==> src/rtl/uart_line_editor_pkg.sv <==
// Shared character codes, FSM state encoding and handshake helper for the UART line editor.
package uart_line_editor_pkg;

    localparam logic [7:0] CH_CR     = 8'h0D;
    localparam logic [7:0] CH_LF     = 8'h0A;
    localparam logic [7:0] CH_BS     = 8'h08;
    localparam logic [7:0] CH_DEL    = 8'h7F;
    localparam logic [7:0] CH_SP     = 8'h20;
    localparam logic [7:0] CH_BEL    = 8'h07;
    localparam logic [7:0] CH_PROMPT = 8'h3E;

    typedef enum logic [3:0] {
        S_PROMPT_REQ,
        S_PROMPT_ACK,
        S_IDLE,
        S_ECHO_REQ,
        S_ECHO_ACK,
        S_BS_REQ,
        S_BS_ACK,
        S_NL_REQ,
        S_NL_ACK,
        S_REPLAY_REQ,
        S_REPLAY_ACK
    } state_e;

    function automatic logic is_erase(input logic [7:0] c);
        return (c == CH_BS) || (c == CH_DEL);
    endfunction

    // Each request state has a matching acknowledge state.
    function automatic state_e req_to_ack(input state_e s);
        case (s)
            S_PROMPT_REQ: return S_PROMPT_ACK;
            S_ECHO_REQ:   return S_ECHO_ACK;
            S_BS_REQ:     return S_BS_ACK;
            S_NL_REQ:     return S_NL_ACK;
            S_REPLAY_REQ: return S_REPLAY_ACK;
            default:      return S_PROMPT_REQ;
        endcase
    endfunction

endpackage

==> src/rtl/uart_line_editor_line_ram.sv <==
// Line buffer: synchronous write, two asynchronous read ports (replay and downstream), no reset on contents.
module uart_line_editor_line_ram #(
    parameter int unsigned LINE_MAX = 32,
    parameter int unsigned AW       = 5
) (
    input  logic          clk_50m,
    input  logic          we,
    input  logic [AW-1:0] waddr,
    input  logic [7:0]    wdata,
    input  logic [AW-1:0] ra_addr,
    output logic [7:0]    ra_data,
    input  logic [AW-1:0] rb_addr,
    output logic [7:0]    rb_data
);

    logic [7:0] mem_q [LINE_MAX];

    always_ff @(posedge clk_50m) begin
        if (we) begin
            mem_q[waddr] <= wdata;
        end
    end

    assign ra_data = mem_q[ra_addr];
    assign rb_data = mem_q[rb_addr];

endmodule

==> src/rtl/uart_line_editor.sv <==
// Console line editor between UART rx and tx: echo, backspace, bell on full line,
// CR replays the line and publishes it through a read port with a done strobe.
module uart_line_editor
    import uart_line_editor_pkg::*;
#(
    parameter int unsigned LINE_MAX = 32,
    parameter int unsigned AW       = 5,
    parameter logic [7:0]  PROMPT   = CH_PROMPT
) (
    input  logic          clk_50m,
    input  logic          rst,
    input  logic          rx_rdy,
    input  logic [7:0]    rx_data,
    input  logic          tx_rdy,
    output logic          tx_en,
    output logic [7:0]    tx_data,
    output logic          line_done,
    output logic [AW:0]   line_len,
    input  logic [AW-1:0] rd_addr,
    output logic [7:0]    rd_data,
    output logic          overrun
);

    localparam int unsigned WW = AW + 1;
    localparam int unsigned IW = AW + 2;
    localparam logic [WW-1:0] WP_FULL = WW'(LINE_MAX);

    state_e        state_q, state_d;
    logic [WW-1:0] wp_q, wp_d;
    logic [IW-1:0] idx_q, idx_d;
    logic [7:0]    char_q, char_d;
    logic [7:0]    hold_q, hold_d;
    logic          hold_full_q, hold_full_d;
    logic          tx_en_q, tx_en_d;
    logic [7:0]    tx_data_q, tx_data_d;
    logic          line_done_q, line_done_d;
    logic [WW-1:0] line_len_q, line_len_d;
    logic          overrun_q, overrun_d;

    logic          we_c;
    logic          consume_c;
    logic [7:0]    seq_byte_c;
    logic [7:0]    rep_data_c;
    logic [IW-1:0] idx_wp_c;

    uart_line_editor_line_ram #(
        .LINE_MAX (LINE_MAX),
        .AW       (AW)
    ) u_line_ram (
        .clk_50m (clk_50m),
        .we      (we_c),
        .waddr   (wp_q[AW-1:0]),
        .wdata   (hold_q),
        .ra_addr (idx_q[AW-1:0]),
        .ra_data (rep_data_c),
        .rb_addr (rd_addr),
        .rb_data (rd_data)
    );

    assign idx_wp_c = IW'(wp_q);

    // Byte offered to the transmitter in each request state.
    always_comb begin
        seq_byte_c = PROMPT;
        case (state_q)
            S_ECHO_REQ:   seq_byte_c = char_q;
            S_BS_REQ:     seq_byte_c = (idx_q == IW'(1)) ? CH_SP : CH_BS;
            S_NL_REQ:     seq_byte_c = (idx_q == '0) ? CH_CR : CH_LF;
            S_REPLAY_REQ: begin
                if (idx_q < idx_wp_c) begin
                    seq_byte_c = rep_data_c;
                end else if (idx_q == idx_wp_c) begin
                    seq_byte_c = CH_CR;
                end else begin
                    seq_byte_c = CH_LF;
                end
            end
            default: seq_byte_c = PROMPT;
        endcase
    end

    always_comb begin
        state_d     = state_q;
        wp_d        = wp_q;
        idx_d       = idx_q;
        char_d      = char_q;
        hold_d      = hold_q;
        hold_full_d = hold_full_q;
        tx_en_d     = tx_en_q;
        tx_data_d   = tx_data_q;
        line_done_d = 1'b0;
        line_len_d  = line_len_q;
        overrun_d   = overrun_q;
        we_c        = 1'b0;
        consume_c   = 1'b0;

        case (state_q)
            S_PROMPT_REQ, S_ECHO_REQ, S_BS_REQ, S_NL_REQ, S_REPLAY_REQ: begin
                if (tx_rdy) begin
                    tx_en_d   = 1'b1;
                    tx_data_d = seq_byte_c;
                    state_d   = req_to_ack(state_q);
                end
            end
            S_PROMPT_ACK, S_ECHO_ACK: begin
                if (!tx_rdy) begin
                    tx_en_d = 1'b0;
                    state_d = S_IDLE;
                end
            end
            S_BS_ACK: begin
                if (!tx_rdy) begin
                    tx_en_d = 1'b0;
                    if (idx_q == IW'(2)) begin
                        state_d = S_IDLE;
                    end else begin
                        idx_d   = idx_q + IW'(1);
                        state_d = S_BS_REQ;
                    end
                end
            end
            S_NL_ACK: begin
                if (!tx_rdy) begin
                    tx_en_d = 1'b0;
                    if (idx_q == '0) begin
                        idx_d   = IW'(1);
                        state_d = S_NL_REQ;
                    end else begin
                        idx_d   = '0;
                        state_d = (wp_q != '0) ? S_REPLAY_REQ : S_PROMPT_REQ;
                    end
                end
            end
            S_REPLAY_ACK: begin
                if (!tx_rdy) begin
                    tx_en_d = 1'b0;
                    // Last byte of replay is the LF at index wp+1.
                    if (idx_q == idx_wp_c + IW'(1)) begin
                        line_len_d  = wp_q;
                        line_done_d = 1'b1;
                        wp_d        = '0;
                        state_d     = S_PROMPT_REQ;
                    end else begin
                        idx_d   = idx_q + IW'(1);
                        state_d = S_REPLAY_REQ;
                    end
                end
            end
            S_IDLE: begin
                if (hold_full_q) begin
                    consume_c = 1'b1;
                    idx_d     = '0;
                    if (hold_q == CH_CR) begin
                        state_d = S_NL_REQ;
                    end else if (is_erase(hold_q)) begin
                        if (wp_q != '0) begin
                            wp_d    = wp_q - WW'(1);
                            state_d = S_BS_REQ;
                        end
                    end else if (hold_q != CH_LF) begin
                        if (wp_q < WP_FULL) begin
                            we_c    = 1'b1;
                            wp_d    = wp_q + WW'(1);
                            char_d  = hold_q;
                        end else begin
                            char_d  = CH_BEL;
                        end
                        state_d = S_ECHO_REQ;
                    end
                end
            end
            default: state_d = S_PROMPT_REQ;
        endcase

        // One-byte rx holding register; a byte arriving while it is full is lost.
        if (rx_rdy) begin
            if (!hold_full_q || consume_c) begin
                hold_d      = rx_data;
                hold_full_d = 1'b1;
            end else begin
                overrun_d = 1'b1;
            end
        end else if (consume_c) begin
            hold_full_d = 1'b0;
        end
    end

    always_ff @(posedge clk_50m or posedge rst) begin
        if (rst) begin
            state_q     <= S_PROMPT_REQ;
            wp_q        <= '0;
            idx_q       <= '0;
            char_q      <= '0;
            hold_q      <= '0;
            hold_full_q <= 1'b0;
            tx_en_q     <= 1'b0;
            tx_data_q   <= '0;
            line_done_q <= 1'b0;
            line_len_q  <= '0;
            overrun_q   <= 1'b0;
        end else begin
            state_q     <= state_d;
            wp_q        <= wp_d;
            idx_q       <= idx_d;
            char_q      <= char_d;
            hold_q      <= hold_d;
            hold_full_q <= hold_full_d;
            tx_en_q     <= tx_en_d;
            tx_data_q   <= tx_data_d;
            line_done_q <= line_done_d;
            line_len_q  <= line_len_d;
            overrun_q   <= overrun_d;
        end
    end

    assign tx_en     = tx_en_q;
    assign tx_data   = tx_data_q;
    assign line_done = line_done_q;
    assign line_len  = line_len_q;
    assign overrun   = overrun_q;

endmodule

==> config.mk <==
export PLATFORM = sky130hd
export DESIGN_NAME = uart_line_editor
export DESIGN_NICKNAME = d
export VERILOG_FILES = /design/src/rtl/uart_line_editor_pkg.sv /design/src/rtl/uart_line_editor_line_ram.sv /design/src/rtl/uart_line_editor.sv
export SDC_FILE = /design/constraint.sdc
export NUM_CORES = 1
export LEC_CHECK = 0
export ABC_AREA = 1
export CAP_MARGIN = 20
export CORE_ASPECT_RATIO = 1.4
export CORE_UTILIZATION = 60
export DETAILED_ROUTE_END_ITERATION = 16
export GPL_ROUTABILITY_DRIVEN = 0
export PLACE_DENSITY = 0.78
export SYNTH_ARGS = -nofsm -noshare
export SYNTH_HDL_FRONTEND = slang
export SYNTH_HIERARCHICAL = 1
export SYNTH_SLANG_ARGS = --single-unit
==> constraint.sdc <==
create_clock -name clk_50m -period 4.4 [get_ports clk_50m]
set_clock_uncertainty 0.15 [all_clocks]
set_input_delay 0.88 -clock clk_50m [delete_from_list [all_inputs] [get_ports clk_50m]]
set_output_delay 0.88 -clock clk_50m [all_outputs]
set_load 0.02 [all_outputs]
==> results of run 1 <==
logic make-up (layout without fill, tap and decap cells):
kind of cell | count (synthesis) | count (layout)
AND/OR/NAND/NOR | 1478 | 1478
flip-flops | 307 | 307
buffers and inverters | 180 | 226
AO/OA/AOI/OAI | 42 | 42
adder cells (fa/ha/maj) | 18 | 18
XOR/XNOR | 6 | 6
power breakdown:
part	switching (uW)	total [uW]	internal, uW
clock	1060	2360	1300
sequential	270	3940	3670
combinational	2890	3990	1100
total	4220	10300	6070
area by class of cell:
cell class	count	area (um2)	share of cell area
Clock buffer	47	803	0.0438
Clock inverter	6	56.3	0.00307
Inverter	72	275	0.0150
Multi-Input combinational cell	1544	6820	0.372
Sequential cell	307	8970	0.489
Tap cell	370	463	0.0253
Timing Repair Buffer	101	941	0.0514
cell usage in the layout (no fill, tap or decap), types with 4 or more instances in the layout:
cell type	n
nor2_1	89
inv_1	62
nand2_4	5
buf_12	7
edfxtp_1	256
clkbuf_1	17
nand3_1	433
nor2_4	7
clkinv_2	4
nand2_2	6
ha_1	17
xor2_1	4
a21oi_1	18
nand4_1	5
clkdlybuf4s50_1	39
inv_2	7
dfrtp_1	49
nand2_1	908
nor3_1	6
clkbuf_16	29
o21ai_0	15
buf_4	54
nor2_2	7
flip-flops by register name, indices dropped and copies added (netlist names):
signal / cells
char_q: 8
hold_full_q: 1
hold_q: 8
idx_q: 7
line_done: 1
line_len: 6
overrun: 1
state_q: 4
tx_data: 8
tx_en: 1
u_line_ram/mem_q: 256
wp_q: 6
worst max-delay path, delay by kind of cell:
family	cells	cell delay, ns
buf+inv	4	1.54
simple gates	6	0.55
per-layer routing:
layer	vias up	GRT usage	part of all wire
met5	-	0	0
met4	0	0.224	0.068
met3	233	0.0558	0.10
met2	1014	0.598	0.49
met1	6966	0.439	0.34
li1	6786	-	-
metrics by stage:
step / total power (uW) / instances / setup WS (ns)
2_1_floorplan: 6700 / 2031 / 1.50
3_3_place_gp: 7760 / 2394 / 0.490
3_5_place_dp: 7850 / 2394 / 0.458
4_1_cts: 10200 / 2447 / 0.441
5_1_grt: 10800 / 2447 / 0.340
6_report: 10300 / 2447 / 0.390
final timing paths:
check,to,slack (ns),cells past startpoint
max,rd_data[2],0.39,10
min,char_q[5],0.33,2
max reg2reg,u_line_ram/mem_q[13][5],0.50,13
min reg2reg,char_q[5],0.33,2
max in group asynchronous,idx_q[0],2.78,3
min in group asynchronous,wp_q[3],0.51,2
==> reports/metrics.cfg, run 1 <==
[power]
power_leakage_uw=0.00782
vdd_drop_max_mv=0.404
p_per_area_nw_per_um2=561

[critical_path]
arrival_ns=2.98
reg2reg_from=hold_q[4]
cp_cell_sequence=clkdlybuf4s50_1 -> inv_1 -> buf_12 -> nand3_1 -> nand2_1 -> nand2_1 -> nand2_1 -> nand2_1 -> nand2_1 -> clkdlybuf4s50_1
crit_required_ns=3.37
slowest_stage=clkdlybuf4s50_1
crit_top_cell=nand2_1
end_kind=output pin
crit_path_start=rd_addr[2]
start_kind=primary input
path_class=primary input to output pin
cp_max_fo=32
max_stage_delay_ns=0.62

[min_path]
hp-class=flop to flop
hp-start=char_q[5]

[clocking]
clock_latency_ns=0.57
postCtsSetupBuffers=0
cts_made_buffers=29
cts_tree=yes
path_clk_slew_ns=0.06
cts_root_buf=clkbuf_16
cts_sinks=307
cts_max_level=1
postCtsHoldBufs=0
cts.repair.resized=0
clock_path_buffers=3

[placed_design]
postPlaceCellArea_um2=17500
dp_hpwl_um=32200
io_buffers=41

[layout]
layout.nets=2090
syn_to_final_growth_pct=8.60
utilization=0.663
fillCellCount=2226
antenna-diode-count=0
layout-drive-gt1-share=0.0664
finalInstanceArea_um2=18300

[logic_synthesis]
netlist_area_um2=16900
synth_compound_area_frac=0.0133
yosysWarnings=6
yosys-top-cells-count=nand2_1 (908), nand3_1 (433), edfxtp_1 (256)
syn_inst=2031
yosysMostFrequentCell=nand2_1
yosys.area_share.simple=0.374
synth_area_leader_cell=edfxtp_1
avgSynthCellArea_um2=8.31
synth_top_area_frac=0.456
ys.flop_type=edfxtp_1
synth.area.top_cells=edfxtp_1 (46%), nand2_1 (20%), nand3_1 (13%)
synth_top_family_by_area=simple AND/OR/NAND/NOR gates
synthMuxAreaShare=0
ys_ff_latch=307
yosys.area_share.xor_xnor=0.00311
syn_nets=2066
synth_cell_type_count=36
synthAdderAreaFrac=0.0138
async_reset_ff_frac=0.166
synth-edff-count=256
yosysSeqAreaShare=0.531

[die]
die_h_um=200
pin_count=42
start_util=0.610
die_x_um=144
core_um2=27700
dieArea_um2=28800
placementRows=72

[run_status]
outcome=finished clean

[drt]
route.detailed.drc=0
viasPerCell=6.13
vias=14999
drtAntennaViolNets=0
drtIter0Drc=1796
firstDrtPassIters=6
detail_route.wl_per_cell_um=20.7
wirelength_um=50500

[timing]
fmax_mhz=249
timing_hold_violations_final=0
rsz0062_at_grt=no
fin_crit_sh=0.911
worst_pin_slew_ns=1.06
fin_crit_ns=4.01
setup_tns_ns=0
setup_viol=0
worst_hold_slack_ns=0.332
maxSlewViolCount=0
slew_headroom=0.291

[global_route]
grt_pass1_vias=14548
grt.total_usage=0.361
antenna_found_initial=0
gr-total-overflow=0
grt_max_degree=79
grt_pass1_wl_um=78400

[flow_run]
drv_cap=0

Power figures use the tool's default switching activity.
==> run 2: changes to the inputs <==
--- a/config.mk
+++ b/config.mk
@@ -8,6 +8,7 @@
 export ABC_AREA = 1
 export CAP_MARGIN = 20
 export CORE_ASPECT_RATIO = 1.4
+export CORE_MARGIN = 10
 export CORE_UTILIZATION = 60
 export DETAILED_ROUTE_END_ITERATION = 16
 export GPL_ROUTABILITY_DRIVEN = 0
==> run 2 against run 1 <==
  * Flip-flop and latch count stayed put
  * Non-clock buffer count is 3 higher
  * Global-route usage is 7.8 points lower
  * Core utilization is 0.91 points higher
  * Maximum frequency is 0.47% lower
  * Die area is 23% higher
  * Wire length is 1.0% higher
  * Largest power group unchanged
==> reports/metrics.cfg, run 2 (synthesis gave the netlist of run 1 again) <==
[layout]
regMostFlops=u_line_ram/mem_q
final_cell_mix=nand2_1 (908), nand3_1 (433), edfxtp_1 (256)
multi_input_area_um2=6820
seqCellArea_um2=8970
largest_reg_flops=256
layout-drive-gt1-share=0.0731
layout.nets=2093
antenna-diode-count=0
final_common_cell=nand2_1
utilization=0.672
finalInstanceArea_um2=18600
syn_to_final_growth_pct=10.1
fillCellCount=2188

[power]
internal-power_uw=6560
p_comb_frac=0.378
power_leakage_uw=0.00795
switching_share=0.395
vdd_drop_max_mv=0.451
p_clk_frac=0.265
p_per_area_nw_per_um2=584
seqPwrFrac=0.357
p_sw_uw=4290

[critical_path]
reg2reg_from=hold_q[0]
crit_path_start=rd_addr[2]
path_class=primary input to output pin
arrival_ns=3.00
rrSetupSlack_ns=0.46
end_kind=output pin
crit_required_ns=3.37
start_kind=primary input
crit_path_end=rd_data[7]
cp_max_fo=32
timing.rr.end=u_line_ram/mem_q[18][1]
r2r_cells=13

[die]
placementRows=72
die_x_um=162
core_um2=27700
dieArea_um2=35300
pin_count=42
start_util=0.610
die_h_um=218

[global_route]
busiest_layer=met2
gr-total-overflow=0
use_met3=0.0369
grt_use_met2=0.479
grt_use_met1=0.338
antenna_found_initial=0
grt_pass1_wl_um=78600
grt_max_degree=127
grt.total_usage=0.283
grt_pass1_vias=14342

[drt]
drtIter0Drc=1755
drtAntennaViolNets=0
wirelength_um=51100
detail_route.wl_per_cell_um=20.8
viasPerCell=6.08
vias=14892
route.detailed.drc=0
firstDrtPassIters=8

[timing]
worst_hold_slack_ns=0.329
setup_tns_ns=0
setup_viol=0
timing_hold_violations_final=0
slew_headroom=0.318
setup_ws_ns=0.371
rsz0062_at_grt=no
fin_crit_sh=0.916
worst_pin_slew_ns=1.02
maxSlewViolCount=0
fin_crit_ns=4.03
fmax_mhz=248

[clocking]
postCtsSetupBuffers=0
clock_latency_ns=0.56
postCtsHoldBufs=0
cts_root_buf=clkbuf_16
path_clk_slew_ns=0.06
cts_made_buffers=29
cts.repair.resized=0
clock_path_buffers=3
cts_sinks=307
cts_max_level=1
cts_tree=yes

[placed_design]
postPlaceCellArea_um2=17500
place_ws_ns=0.451
dp_hpwl_um=31800
io_buffers=41

[run_status]
outcome=finished clean

[min_path]
hp-class=flop to flop

[flow_run]
drv_cap=0

==> run 2: critical path: stages <==
cell	delay (ns)
clkdlybuf4s50_1	0.50
buf_4	0.39
nand3_1	0.14
nand2_1	0.09
nand2_1	0.06
nand2_1	0.11
nand2_1	0.06
nand2_1	0.11
clkdlybuf4s50_1	0.63
==> run 2: per-stage QoR <==
step	power [uW]	instances
floorplan	6700	2031
global placement	7780	2397
detailed placement	7870	2397
CTS	10700	2449
global route	11300	2449
finish	10800	2449
==> run 2: area by class of cell <==
type / count / area share
Inverter: 72 / 0.0148
Clock inverter: 16 / 0.0166
Multi-Input combinational cell: 1544 / 0.367
Sequential cell: 307 / 0.483
Tap cell: 370 / 0.0249
Timing Repair Buffer: 104 / 0.0519
Clock buffer: 36 / 0.0421
==> run 2: how the worst min path moves through the flow <==
stage	start	end	slack [ns]	cells past startpoint
floorplan	char_q[4]	char_q[4]	0.30	2
global placement	overrun	overrun	0.31	1
detailed placement	overrun	overrun	0.31	1
CTS	overrun	overrun	0.33	1
global route	overrun	overrun	0.36	1
finish	tx_data[3]	tx_data[3]	0.33	2
==> run 2: metal layers <==
layer  up-vias  wire length [um]
li1       6787                 -
met2      1053             24800
met1      6868             17500
met3       184              5760
met5         -                 0
met4         0              2990
==> run 2: power by group through the flow <==
stage | Clock [uW] | Sequential, uW | Combinational (uW)
6_report | 2880 | 3870 | 4090
5_1_grt | 3000 | 3890 | 4430
4_1_cts | 2880 | 3860 | 3980
3_5_place_dp | 0 | 3920 | 3950
3_3_place_gp | 0 | 3910 | 3860
2_1_floorplan | 0 | 4060 | 2630
==> run 3: changes to the inputs <==
--- a/config.mk
+++ b/config.mk
@@ -8,7 +8,6 @@
 export ABC_AREA = 1
 export CAP_MARGIN = 20
 export CORE_ASPECT_RATIO = 1.4
-export CORE_MARGIN = 10
 export CORE_UTILIZATION = 60
 export DETAILED_ROUTE_END_ITERATION = 16
 export GPL_ROUTABILITY_DRIVEN = 0
==> results of run 3 <==
Same layout as run 1: the final DEF is identical, and so are final timing and power.
